File: src/rtl/master_axi_sequencer_read_multi.sv
// Read sequencer for an AXI master: lets up to MAX_OUTSTANDING read-address
// transactions be in flight ahead of their read-data completions. It enables
// the AR and R controllers through enable/done handshakes and reports
// occupancy and idle status to the system side.
module master_axi_sequencer_read_multi #(
    parameter int MAX_OUTSTANDING = 4
) (
    input  logic                                     clock,
    input  logic                                     clear,
    output logic                                     ar_control_enable,
    input  logic                                     ar_control_done,
    output logic                                     r_control_enable,
    input  logic                                     r_control_done,
    input  logic                                     drain,
    output logic [$clog2(MAX_OUTSTANDING+1)-1:0]     outstanding,
    output logic                                     idle
);

    localparam int COUNT_WIDTH = $clog2(MAX_OUTSTANDING + 1);
    localparam logic [COUNT_WIDTH-1:0] MAX_COUNT = COUNT_WIDTH'(MAX_OUTSTANDING);
    localparam logic [COUNT_WIDTH-1:0] ONE       = COUNT_WIDTH'(1);

    // Count of reads whose address was accepted but whose data has not finished.
    logic [COUNT_WIDTH-1:0] count_reg;
    logic [COUNT_WIDTH-1:0] count_next;

    // Done pulses only count when the matching enable is high. Because the
    // enables come from the registered count, this also rules out overflow
    // and underflow without any separate saturation logic.
    logic ar_done;
    logic r_done;

    // Enables and status depend only on the registered count and drain, so no
    // done input ever reaches an output combinationally.
    always_comb begin
        ar_control_enable = (count_reg < MAX_COUNT) && !drain;
        r_control_enable  = (count_reg != '0);
        idle              = (count_reg == '0);
        outstanding       = count_reg;
        ar_done           = ar_control_enable && ar_control_done;
        r_done            = r_control_enable && r_control_done;
    end

    // Next count: an address acceptance and a data completion in the same
    // cycle cancel out; either alone moves the count by one.
    always_comb begin
        count_next = count_reg;
        unique case ({ar_done, r_done})
            2'b10:   count_next = count_reg + ONE;
            2'b01:   count_next = count_reg - ONE;
            default: count_next = count_reg;
        endcase
    end

    // Count register; clear wins over any coincident done pulses.
    always_ff @(posedge clock) begin
        if (clear) begin
            count_reg <= '0;
        end else begin
            count_reg <= count_next;
        end
    end

endmodule

File: config.mk
export PLATFORM = sky130hd
export DESIGN_NAME = master_axi_sequencer_read_multi
export DESIGN_NICKNAME = d
export VERILOG_FILES = /design/src/rtl/master_axi_sequencer_read_multi.sv
export SDC_FILE = /design/constraint.sdc
export NUM_CORES = 1
export LEC_CHECK = 0
export ABC_AREA = 1
export BUFFER_PORTS_ARGS = -buffer_cell sky130_fd_sc_hd__buf_2
export CAP_MARGIN = 20
export CORE_AREA = 2 2 39 41
export DETAILED_ROUTE_END_ITERATION = 7
export DIE_AREA = 0 0 41 43
export PLACE_DENSITY = 0.38
export SYNTH_ARGS = -nofsm -noshare
export SYNTH_HDL_FRONTEND = slang
export SYNTH_SLANG_ARGS = --single-unit
export TNS_END_PERCENT = 5
File: constraint.sdc
create_clock -name clock -period 2.77 [get_ports clock]
set_input_delay 0.554 -clock clock [delete_from_list [all_inputs] [get_ports clock]]
set_output_delay 0.554 -clock clock [all_outputs]
set_load 0.03 [all_outputs]
## Word level (Yosys, flattened, before mapping)

Cells that the tools add are included.
Widths: inputs -> output; s select.

| word-level totals | value |
|---|---|
| register bits after elaboration | 3 |
| latch bits | 0 |
| bits in writable memories | 0 |
| memory bits (read-only) | 0 |
| bits of input ports | 5 |
| output and inout port bits | 6 |
| word-level logic and storage cells | 14 |
| memories kept | 0 |

| operators by class | value |
|---|---|
| $add $sub $neg | 2 |
| multiply operators | 0 |
| div/mod/pow operators | 0 |
| magnitude comparators | 1 |
| eq/ne operators | 2 |
| shift operators | 0 |
| muxes and demuxes | 1 |
| bitwise logic cells | 0 |
| reduce and logical (&&, ||, !) cells | 7 |

Operators by type and width:

| operator | number |
|---|---|
| $pmux 3 s2 | 1 |
| $add 3x1->3 const B | 1 |
| $logic_and 1x1->1 | 3 |
| $logic_not 3->1 | 1 |
| $lt 3x3->1 const B | 1 |
| $reduce_bool 3->1 | 1 |
| $sub 3x1->3 const B | 1 |
| $eq 2x1->1 const B | 1 |
| $eq 2x2->1 const B | 1 |
| $reduce_bool 2->1 | 1 |
| $logic_not 1->1 | 1 |

## Longest topological paths before layout

Gate-level depths: netlist of the first run.

| logic depth | value |
|---|---|
| depth in word-level cells | 5 |
| mapped depth | 11 |
| mapped depth without buffers | 11 |

## Worst setup path before layout of the first run

No wires, ideal clock.

| timing path | value |
|---|---|
| path kind | in2reg |
| start | input drain |
| end | register count_reg[1] (netlist: outstanding[1]) |
| setup time | 70 ps |
| arrival | 1900 ps |
| required time | 2700 ps |
| path slack | 800 ps |
| cell stages on the path | 6 |
| buffers on the path | 0 |
| cell sequence | nor2_1 -> nand2_1 -> ha_1 -> inv_2 -> fa_1 -> a21oi_1 |

| on the way | value |
|---|---|
| word-level cells in the longest chain between the ends | 5 |
| elaborated cells on any way between the ends | 7 |
| those cells by class | 2 x eq/ne; 1 x mux; 4 x reduce/logical |

RTL lines:

| what | RTL line | source |
|---|---|---|
| start: declaration | 14 | `input logic drain,` |
| $logic_not 1->1 (*) | 36 | `ar_control_enable = (count_reg < MAX_COUNT) && !drain;` |
| $logic_and 1x1->1 (*) | 36 |  |
| $logic_and 1x1->1 (*) | 40 | `ar_done = ar_control_enable && ar_control_done;` |
| $eq 2x1->1 / $eq 2x2->1 (equally long branches) | 48 | `unique case ({ar_done, r_done})` |
| $pmux 3 s2 / $reduce_bool 2->1 (equally long branches) | - |  |
| end signal: assignment | 60 | `count_reg <= count_next;` |
| end: declaration | 24 | `logic [COUNT_WIDTH-1:0] count_reg;` |

Every way passes the cells marked *; elsewhere a longest branch is shown, timed or not.
A chain may end at the register's enable or synchronous reset.

## Final worst setup path of the first run

| timing path | value |
|---|---|
| start | register count_reg[0] (netlist: outstanding[0]) |
| end | register count_reg[2] (netlist: outstanding[2]) |

| on the way | value |
|---|---|
| word-level cells in the longest chain between the ends | 5 |
| elaborated cells on any way between the ends | 11 |
| those cells by class | 2 x add/sub; 1 x order compare; 2 x eq/ne; 1 x mux; 5 x reduce/logical |

RTL lines:

| what | RTL line |
|---|---|
| $lt 3x3->1 | 36 |
| $logic_and 1x1->1 | 36 |
| $logic_and 1x1->1 | 40 |
| $eq 2x1->1 / $eq 2x2->1 (equally long branches) | 48 |
| $pmux 3 s2 / $reduce_bool 2->1 (equally long branches) | - |

Several ways; a longest one is shown, not always the timed one.

==> results summary, run 1 <==
The flow ran to the end, and the final reports show no timing, DRC or antenna violations. After layout, the worst path uses approximately 60% of the clock period. The worst setup skew after layout came out at ~0.0037 ns. The total nets after synthesis is 37. The slowest cell on the critical path is dfxtp_1.

The pin count of the biggest net entering global routing came out at 7. The number of top-level design ports is 11. The critical path data required time came out at approximately 2.9 ns.

The via count of the first global-routing pass is between 150 and 200. The HPWL after detailed placement is around 350 um. 0 antenna diodes ended up in the layout. The largest area contributor in the synthesized netlist is dfxtp_1.

The congestion estimate from routability-driven global placement came to 0.598. The clock net sink count is 3. The worst max-slew margin expressed relative to the limit came out at between 80% and 90%.

The total of flip-flops plus latches after synthesis came out at 3. Relative to the synthesized area, the layout overhead comes to 47.2%. Each instance of the synthesized netlist takes up on average approximately 6.8 um2. The number of port buffers is 10. The count of mapped cells out of synthesis is 30. The maximum net fanout on the critical path came out at 5. The wire length of the first global-routing pass came out at roughly 750 um.

The transition at the pin with the smallest max-transition slack is 0.191 ns. The share of Yosys cell area claimed by the top area cell type is just under 30%. The filler cell count is roughly 160. The max-slew violation total from the final report came to 0. The critical path in this run is classified as reg2reg. Summing the sequential cell areas from Yosys gives roughly 30% of the chip area. The total cell area at the placement stage came out at 274 um2. Across the run, the number of max-cap violations was 0. Setup violations remaining at the end of the flow were counted as 0. On the worst path, the slowest cell contributes a delay of roughly 0.41 ns. The setup total negative slack came out at 0 ns. In this run the static leakage power is between 0.15 and 0.2 nW. The first TritonRoute pass finished after 2 iterations. Global routing finished with a remaining overflow of 0. The post-route DRC violation count came out at 0. Setup repair after global routing left no endpoint under its margin. In this run the deepest clock path goes through 2 buffers. Dividing the detail-routed via count by the number of cells gives 3.50. Buffers inserted to repair hold after CTS numbered 0.

The number of antenna violations at the first check in global routing is 0. Global routing used 6.63% of the available tracks. The routed layout has 210 vias.

The number of nets in the final layout is 52. The clock latency reported for the late side of the worst-skew pair is approximately 0.23 ns. The chip width is just over 40 um. The flip-flop count of the largest register after layout is 3. Dividing the detail-routed wire length by the instance count gives around 7.2 um.

The clock root buffer is clkbuf_4. The final hold violation count is 0. The worst endpoint data arrival time is between 1.5 and 2 ns. From bottom edge to top edge, the die measures 43 um. The effective utilization at floorplan is approximately 15%.

The type of the most critical hold path is reg2reg. The number of cells on the worst reg-to-reg path came out at 11. The time the final worst path needs with I/O delays and setup is between 1.5 and 2 ns. CTS built an H-tree with a depth of 1. Following the worst setup path forward leads to its endpoint at outstanding[2]$_SDFFE_PP0P_.

The post-detailed-route count of antenna-violating nets came out at 0. TritonCTS built the clock tree. The setup slack of the worst register-to-register path is 1.11 ns. The number of library cell types mapped by synthesis is 13. The worst hold path cell count is 1. The netlist area before placement is around 200 um2.

The design area is 300 um2. The share of layout cells above drive strength 1 came out at just under 40%. The floorplan has 14 rows.

The worst setup path startpoint is outstanding[0]$_SDFFE_PP0P_. After clock tree synthesis, the clock-pin slew on the worst setup and hold paths is about 0.040 ns. The core region is between 1000 and 1500 um2. The worst setup path is captured at a flop. The highest attainable clock frequency is roughly 600 MHz.

The kind of launch point of the worst setup path is a flop. After the first detailed-routing iteration, the DRC count stood at 3. In the post-synthesis netlist, the biggest area contributors are dfxtp_1, inv_1, fa_1. The post-CTS repair timing setup buffer count came out at 0. The total number of yosys warnings came out at 0. The startpoint of the worst register-to-register path is outstanding[0]$_SDFFE_PP0P_.

In this run the critical register-to-register path is captured at outstanding[2]$_SDFFE_PP0P_. Traced cell by cell, the critical path runs through nor3_2 -> nor2_1 -> ha_1 -> inv_2 -> fa_1 -> inv_1 -> nand2_1 -> nand3_1 -> nand2_1 -> inv_1 -> nor2_1. The worst voltage drop across the vdd grid came out at about 300 uV. The total wirelength of the detailed-routed design came out at between 400 and 500 um. In this run, CTS created clock tree buffers numbering 3. The area of the die came out at around 1800 um2.

The power per cell area came out at between 1000 and 1500 nW/um2. The number of gates resized after CTS came out at 0.
[how the worst min path moves through the flow]
stage                                     start                           to  slack (ns)
floorplan           outstanding[0]$_SDFFE_PP0P_  outstanding[0]$_SDFFE_PP0P_        0.61
global placement    outstanding[0]$_SDFFE_PP0P_  outstanding[0]$_SDFFE_PP0P_        0.51
detailed placement  outstanding[0]$_SDFFE_PP0P_  outstanding[0]$_SDFFE_PP0P_        0.51
CTS                 outstanding[0]$_SDFFE_PP0P_  outstanding[0]$_SDFFE_PP0P_        0.52
global route        outstanding[0]$_SDFFE_PP0P_  outstanding[0]$_SDFFE_PP0P_        0.56
finish              outstanding[0]$_SDFFE_PP0P_  outstanding[0]$_SDFFE_PP0P_        0.51
[report_power, final]
| part | switching [mW] | internal [mW] | total [mW] |
|---|---|---|---|
| Combinational | 0.182 | 0.0809 | 0.263 |
| Clock | 0.0232 | 0.0540 | 0.0772 |
| Sequential | 0.0239 | 0.0622 | 0.0862 |
[kinds of logic (layout without fill, tap and decap cells)]
| logic type | Yosys count | after routing | synth area share [%] |
|---|---|---|---|
| compound gates | 4 | 4 | 9.82 |
| fa+ha+maj | 2 | 2 | 16.0 |
| flops | 3 | 3 | 29.4 |
| buf+inv | 10 | 24 | 18.4 |
| simple gates | 11 | 11 | 26.4 |
[cells in the final DEF, fill, tap and decap left out, drive strengths merged]
master / count
nand4: 1
nor3: 1
nand3: 1
fa: 1
nor2: 3
buf: 10
inv: 10
ha: 1
o21ai: 2
clkbuf: 4
dfxtp: 3
nand2: 5
a21oi: 2
[cells in the mapped netlist]
master and count:
a21oi_1 2, nor2_1 3, nor3_2 1, inv_1 8, o21ai_0 2, inv_2 2
fa_1 1, nand3_1 1, dfxtp_1 3, nand4_1 1, nand2_1 4, ha_1 1
nand2_2 1
[area by class of cell]
cell class                      count  area [um2]  area share (%)
Sequential cell                     3        60.1            20.0
Timing Repair Buffer               10        50.0            16.7
Tap cell                           16        20.0            6.67
Inverter                           10        37.5            12.5
Clock buffer                        4        26.3            8.75
Multi-Input combinational cell     17         106            35.4
[per-layer routing]
metal / vias to the layer above / track usage (%) / wire length [um]
met2: 6 / 8.44 / 196
li1: 118 / - / -
met5: - / 0 / 0
met3: 0 / 1.57 / 25
met1: 86 / 7.74 / 208
met4: 0 / 8.00 / 0
[critical path, delay by kind of cell, from the launching register on]
family        cells  cell delay [ns]
fa+ha+maj         2             0.58
buf+inv           3             0.16
flops             1             0.41
simple gates      6             0.40
[through the flow]
step,util (%),hold slack [ns],setup slack [ns],instances,power [mW]
2_1_floorplan,-,0.607,0.800,30,0.285
3_3_place_gp,19.8,0.508,0.933,56,0.358
3_5_place_dp,19.8,0.508,0.923,56,0.353
4_1_cts,21.7,0.518,1.09,60,0.438
5_1_grt,21.7,0.564,0.920,60,0.469
6_report,21.7,0.514,1.11,60,0.427
Note: power is estimated with default switching activity, not from simulation.
==> run 2, diff against run 1 <==
- PLACE_DENSITY: 0.38 -> 0.39
- clock period: 2.77 -> 1.5 ns (I/O delays scaled with it)
==> run 2 against run 1 <==
  * Combinational power increased by 150%
  * Power increased by 120%
  * Hold slack got worse by 0.19 ns
  * Final cell count increased by 8.3%
  * Clock skew decreased by 0.0025 ns
  * Flip-flop and latch count unchanged
  * Utilization increased by 4.6 points
==> results summary, run 2 (synthesis gave the netlist of run 1 again) <==
The leading cell type in the layout, fill and taps excluded is buf_2 (unchanged). The kind of launch point of the worst setup path is a flop (unchanged). The area growth from synthesis to final layout came out at 78.5% (was 47.2%). The total length of routed met2 wires came out at 187 um (was 196 um). The worst voltage drop across the vdd grid is 831 uV (was 304 uV). The maximum net fanout on the critical path came out at 3 (was 5).

The number of inserted diodes was 0 (unchanged). The post-route DRC violation count is 0 (unchanged). The overall via count from detail_route came to 225 (was 210). The detailed-router iteration count before antenna repair is 1 (was 2). The number of buffers inserted by hold repair at cts is 0 (unchanged). The met1 wire length came out at 245 um (was 208 um).

The total design power came out at 0.953 mW (was 0.427 mW). The power per cell area came out at 2620 nW/um2 (was 1420 nW/um2). The top layer reached by signal wires is met3 (unchanged). The global placement routability congestion is 0.665 (was 0.598). The total wirelength of the detailed-routed design came to 464 um (was 429 um). The capturing element type of the critical path is a flop (unchanged). The die height is 43 um (unchanged).

The routed length on met3 came out at 31 um (was 25 um). The area of the die is 1760 um2 (unchanged). The wire length of the first global-routing pass is 634 um (was 752 um). The global-route usage over all layers is 5.54% (was 6.63%).

The number of port buffers is 10 (unchanged). The critical path's largest stage delay came to 0.36 ns (was 0.41 ns). The static power due to leakage is 0.197 nW (was 0.169 nW). The number of buffers on the longest clock path is 2 (unchanged). The clock-pin transition on the worst setup and hold timing paths was 0.03 ns (was 0.04 ns). The total cell area at the placement stage is 324 um2 (was 274 um2).

The flip-flop count of the largest register after layout came out at 3 (unchanged). The time the final worst path needs with I/O delays and setup came to 1.50 ns (was 1.66 ns). The worst endpoint data arrival time is 1.62 ns (was 1.78 ns). The worst max-slew margin expressed relative to the limit is 86.2% (was 87.2%). The number of top-level design ports came out at 11 (unchanged).

The detail-routed via count per cell is 3.46 (was 3.50). The pin count of the biggest net entering global routing came to 7 (unchanged). The HPWL after detailed placement is 388 um (was 346 um). The final setup slack of the worst path came out at 0.000504 ns (was 1.11 ns).

The TritonCTS clock tree is built (unchanged). The effective utilization at floorplan came to 14.7% (unchanged). The max-slew violation total from the final report came out at 0 (unchanged). The critical path data required time was 1.62 ns (was 2.90 ns). The count of maximum capacitance violations came out at 0 (unchanged). The total CTS buffers is 3 (unchanged).

Most used cells in the layout excluding fill and tap cells: buf_2, inv_1, buf_4 (was buf_2, inv_1, nand2_1). The period utilization came out at 100% (was 59.9%). The design area came out at 364 um2 (was 300 um2). The slowest cell on the critical path is dfxtp_4 (was dfxtp_1). The share of layout cells above drive strength 1 is 59.2% (was 38.6%). The number of placement rows is 14 (unchanged). The worst setup skew after layout is 0.00117 ns (was 0.00369 ns). The final core area utilization is 26.3% (was 21.7%). The routed length per placed instance came out at 7.14 um (was 7.15 um). The number of antenna violations at the first check in global routing is 0 (unchanged).

The core region area came out at 1380 um2 (unchanged). The highest attainable clock frequency came to 667 MHz (was 603 MHz). The leftover overflow at the end of global routing is 0 (unchanged). The post-detailed-route count of antenna-violating nets was 0 (unchanged).

The via count of the first global-routing pass is 181 (was 194). The clock latency reported for the late side of the worst-skew pair came to 0.23 ns (about the same). The type of the most critical hold path is in2reg (was reg2reg).

The clock net sink count is 3 (unchanged). The chip width is 41 um (unchanged). The number of H-tree branching levels came to 1 (unchanged). RSZ-0062 raised after global routing: yes (was no). The post-place setup slack was -0.0854 ns (was 0.923 ns). The clock root buffer is clkbuf_4 (unchanged). The final count of negative-setup-slack endpoints is 0 (unchanged). Outcome: completed (unchanged). The number of nets in the final layout came out at 57 (was 52). The final hold violation count came out at 0 (unchanged).

The startpoint-to-endpoint class of the critical path is reg2reg (unchanged). The post-route worst hold slack came out at 0.328 ns (was 0.514 ns). The transition at the pin with the smallest max-transition slack is 0.204 ns (was 0.191 ns).

Ordered list of cells on the worst path: nor3_4 -> nor2_1 -> ha_2 -> inv_2 -> fa_2 -> inv_1 -> nand2_1 -> nand3_1 -> nand2_1 -> inv_1 -> nor2_1 (was nor3_2 -> nor2_1 -> ha_1 -> inv_2 -> fa_1 -> inv_1 -> nand2_1 -> nand3_1 -> nand2_1 -> inv_1 -> nor2_1). The count of routing violations after the opening detailed-route iteration came to 0 (was 3).
run 2: cell count changes in the layout (fill, tap and decap cells not counted), sizes merged:
| cell | delta |
|---|---|
| buf | +5 |
run 2: timing repair:
| item | in CTS | in global routing |
|---|---|---|
| cloned | 0 | 0 |
| buffers inserted | 0 | 1 |
| resized for setup | 1 | 1 |
| pin swaps | 2 | 1 |
| endpoints found under the setup margin | 1 | 2 |
run 2: critical path: cells and delay by family (launching register included):
kind                       cells  cell delay [ns]
adders and majority gates      2             0.54
DFF                            1             0.36
and+or+nand+nor                6             0.33
buffers and inverters          3             0.15
run 2: path summary, 6_finish.rpt:
| path | end | cells past startpoint | start | slack [ns] |
|---|---|---|---|---|
| setup / recovery | outstanding[2]$_SDFFE_PP0P_ | 11 | outstanding[2]$_SDFFE_PP0P_ | 0.0005 |
| hold / removal | outstanding[2]$_SDFFE_PP0P_ | 4 | clear | 0.33 |
| setup reg to reg | outstanding[2]$_SDFFE_PP0P_ | 11 | outstanding[2]$_SDFFE_PP0P_ | 0.0005 |
| hold reg to reg | outstanding[0]$_SDFFE_PP0P_ | 2 | outstanding[0]$_SDFFE_PP0P_ | 0.56 |
run 2: stage by stage:
| step | TNS (ns) | instances |
|---|---|---|
| 3_5_place_dp | -0.0854 | 60 |
| 3_3_place_gp | -0.0888 | 60 |
| 2_1_floorplan | -0.390 | 30 |
| 4_1_cts | -0.0290 | 64 |
| 6_report | 0 | 65 |
| 5_1_grt | -0.189 | 65 |
run 2: final cells by class:
type | instances | area, um2
fillers | 162 | 1020
multi-input cells | 17 | 124
repair buffers | 15 | 87.6
flip-flops and latches | 3 | 68.8
inverters | 10 | 37.5
clock buffers | 4 | 26.3
well taps | 16 | 20.0
run 2: metal layers:
metal,up-vias,track usage [%]
li1,128,-
met1,88,6.49
met2,9,7.19
met3,0,1.57
met4,0,6.00
met5,-,0
run 2: power breakdown:
group          internal (mW)  switching, mW
Sequential             0.131         0.0394
Clock                 0.0994         0.0378
Combinational          0.257          0.388
Total                  0.488          0.465
==> run 3, diff against run 2 <==
- REMOVE_ABC_BUFFERS: unset -> 1
==> run 3 against run 2 <==
  * The run now ends with negative setup slack left
  * Register-to-register slack got worse by 0.04 ns
  * Die area is the same
  * Wire length rose by 1.3%
  * Setup slack worse by 0.037 ns
  * Final cell count down 1.5%
  * Global-route usage up 1.4 points
  * Hold slack better by 0.011 ns
  * Non-clock buffer count decreased by 1
  * Design area is 3.1% lower
  * Largest cell class unchanged
  * Largest power group unchanged
==> results summary, run 3 (synthesis gave the netlist of run 1 again) <==
The maximum net fanout on the critical path came out at 5 (was 3). Outcome: finished, violations left (was completed). The number of nets in the final layout came out at 56 (was 57). The leading cell type in the layout, fill and taps excluded is buf_2 (unchanged). The static power due to leakage came out at 0.189 nW (was 0.197 nW). The post-detailed-route count of antenna-violating nets came out at 0 (unchanged). The capturing element type of the critical path is a flop (unchanged).

The post-route worst hold slack came to 0.339 ns (was 0.328 ns). The setup slack of the worst register-to-register path is -0.04 ns (was 0.0005 ns). The highest attainable clock frequency was 651 MHz (was 667 MHz). The number of buffers on the longest clock path came out at 2 (unchanged). The multi-input logic area is 123 um2 (was 124 um2). The chip width came out at 41 um (unchanged). The global-route usage over all layers came to 6.93% (was 5.54%). The number of top-level design ports came out at 11 (unchanged). The worst voltage drop across the vdd grid is 724 uV (was 831 uV).

The number of H-tree branching levels came out at 1 (unchanged). The count of routing violations after the opening detailed-route iteration is 2 (was 0). The final setup slack of the worst path came out at -0.0367 ns (was 0.000504 ns). The period utilization was 102% (was 100%).

The area of the die is 1760 um2 (unchanged). The count of maximum capacitance violations came out at 0 (unchanged). The startpoint-to-endpoint class of the critical path is reg2reg (unchanged).

The number of cells on the worst reg-to-reg path is 6 (was 11). The worst max-slew margin expressed relative to the limit came out at 83.7% (was 86.2%). The leftover overflow at the end of global routing came out at 0 (unchanged). The die height came out at 43 um (unchanged). The max-slew violation total from the final report came out at 0 (unchanged). The post-route DRC violation count is 0 (unchanged). The source of the worst hold timing path is clear (unchanged). The via count of the first global-routing pass came out at 205 (was 181). The pin count of the biggest net entering global routing was 7 (unchanged). The share of layout cells above drive strength 1 is 62.5% (was 59.2%).

The final hold violation count is 0 (unchanged). The power per cell area is 2650 nW/um2 (was 2620 nW/um2). The overall via count from detail_route is 228 (was 225).

The core region area came out at 1380 um2 (unchanged). The detail-routed via count per cell is 3.56 (was 3.46). The final count of negative-setup-slack endpoints came to 2 (was 0). The type of the most critical hold path is in2reg (unchanged). The clock latency reported for the late side of the worst-skew pair is 0.23 ns (about the same). The final core area utilization was 25.5% (was 26.3%). The area growth from synthesis to final layout came out at 73.0% (was 78.5%). The flip-flop count of the largest register after layout is 3 (unchanged). The clock net sink count is 3 (unchanged). The destination of the worst hold path is outstanding[2]$_SDFFE_PP0P_ (unchanged). The detailed-router iteration count before antenna repair is 4 (was 1). The worst endpoint data arrival time is 1.70 ns (was 1.62 ns). The total CTS buffers is 3 (unchanged). The number of inserted diodes is 0 (unchanged). The wire length of the first global-routing pass is 779 um (was 634 um).

The transition at the pin with the smallest max-transition slack is 0.241 ns (was 0.204 ns). The total wirelength of the detailed-routed design came out at 470 um (was 464 um). The filler cell count came to 157 (was 162). The clock-pin transition on the worst setup and hold timing paths came to 0.04 ns (was 0.03 ns). The number of port buffers is 10 (unchanged). The effective utilization at floorplan is 14.7% (unchanged). The global placement routability congestion is 0.646 (was 0.665). The kind of launch point of the worst setup path is a flop (unchanged).

The total design power came out at 0.934 mW (was 0.953 mW). The worst hold path cell count was 4 (unchanged). The time the final worst path needs with I/O delays and setup came to 1.54 ns (was 1.50 ns).

The number of antenna violations at the first check in global routing came out at 0 (unchanged). The final reports fail on negative setup slack. The startpoint of the worst register-to-register path is outstanding[2]$_SDFFE_PP0P_ (unchanged). The number of placement rows is 14 (unchanged).

The routed length per placed instance came to 7.34 um (was 7.14 um). RSZ-0062 raised after global routing: yes (unchanged). The worst setup skew after layout came out at 0.00579 ns (was 0.00117 ns). The reg-to-reg critical path endpoint was outstanding[1]$_SDFFE_PP0P_ (was outstanding[2]$_SDFFE_PP0P_). The number of buffers inserted by hold repair at cts was 0 (unchanged).

The area taken by flip-flops and latches is 66.3 um2 (was 68.8 um2). The TritonCTS clock tree is built (unchanged). The critical path data required time came to 1.66 ns (was 1.62 ns). The clock root buffer is clkbuf_4 (unchanged). Most used cells in the layout excluding fill and tap cells: buf_2, inv_1, buf_4 (unchanged).
run 3: cell types whose count changed in the layout (fill, tap and decap cells not counted), sizes merged:
| cell | previous run | this run |
|---|---|---|
| buf | 15 | 14 |
run 3: layer usage:
layer | GRT usage (%) | wire length, um | vias up | part of all wire (%)
met5 | 0 | 0 | - | 0
li1 | - | - | 126 | -
met2 | 9.38 | 228 | 6 | 49
met1 | 7.72 | 212 | 96 | 45
met4 | 4.00 | 0 | 0 | 0
met3 | 4.71 | 29 | 0 | 6.2
run 3: final cells by class:
class	instances	area share, %
clock buffer	4	7.45
inverter	10	10.6
multi-input combinational	17	34.8
sequential	3	18.8
tap	16	5.67
timing repair buffer	14	22.7
run 3: worst max-delay path by stage:
| stage | cells after the start | slack [ns] | to | start |
|---|---|---|---|---|
| 4_1_cts | 11 | -0.03 | outstanding[2]$_SDFFE_PP0P_ | outstanding[2]$_SDFFE_PP0P_ |
| 5_1_grt | 10 | -0.12 | outstanding[2]$_SDFFE_PP0P_ | outstanding[2]$_SDFFE_PP0P_ |
| 3_3_place_gp | 11 | -0.13 | outstanding[2]$_SDFFE_PP0P_ | outstanding[2]$_SDFFE_PP0P_ |
| 6_report | 6 | -0.04 | outstanding[1]$_SDFFE_PP0P_ | outstanding[2]$_SDFFE_PP0P_ |
| 3_5_place_dp | 11 | -0.13 | outstanding[2]$_SDFFE_PP0P_ | outstanding[2]$_SDFFE_PP0P_ |
| 2_1_floorplan | 6 | -0.45 | outstanding[1]$_SDFFE_PP0P_ | outstanding[0]$_SDFFE_PP0P_ |
run 3: power by group:
group          switching (mW)  internal, mW  leakage [nW]
registers              0.0285         0.125        0.0261
clock network          0.0403        0.0996        0.0150
logic                   0.398         0.243         0.148
run 3: repair_timing:
item	in CTS	in global routing
pin swaps	1	4
setup buffers	0	1
gates resized for setup	3	7
endpoints found under the setup margin	2	2
run 3: worst max-delay path, stage by stage (launching register included):
cell and delay [ns]:
dfxtp_4 0.35, nor3_2 0.18, nor2_1 0.07, ha_2 0.20, inv_2 0.07, fa_2 0.45, a21oi_2 0.15
run 3: per-stage QoR:
stage | area [um2] | setup TNS, ns | cells | worst slack (ns)
floorplan | 204 | -1.19 | 30 | -0.455
global placement | 297 | -0.130 | 59 | -0.130
detailed placement | 297 | -0.165 | 59 | -0.129
CTS | 329 | -0.0295 | 63 | -0.0295
global route | 353 | -0.241 | 64 | -0.124
finish | 353 | -0.0604 | 64 | -0.0367
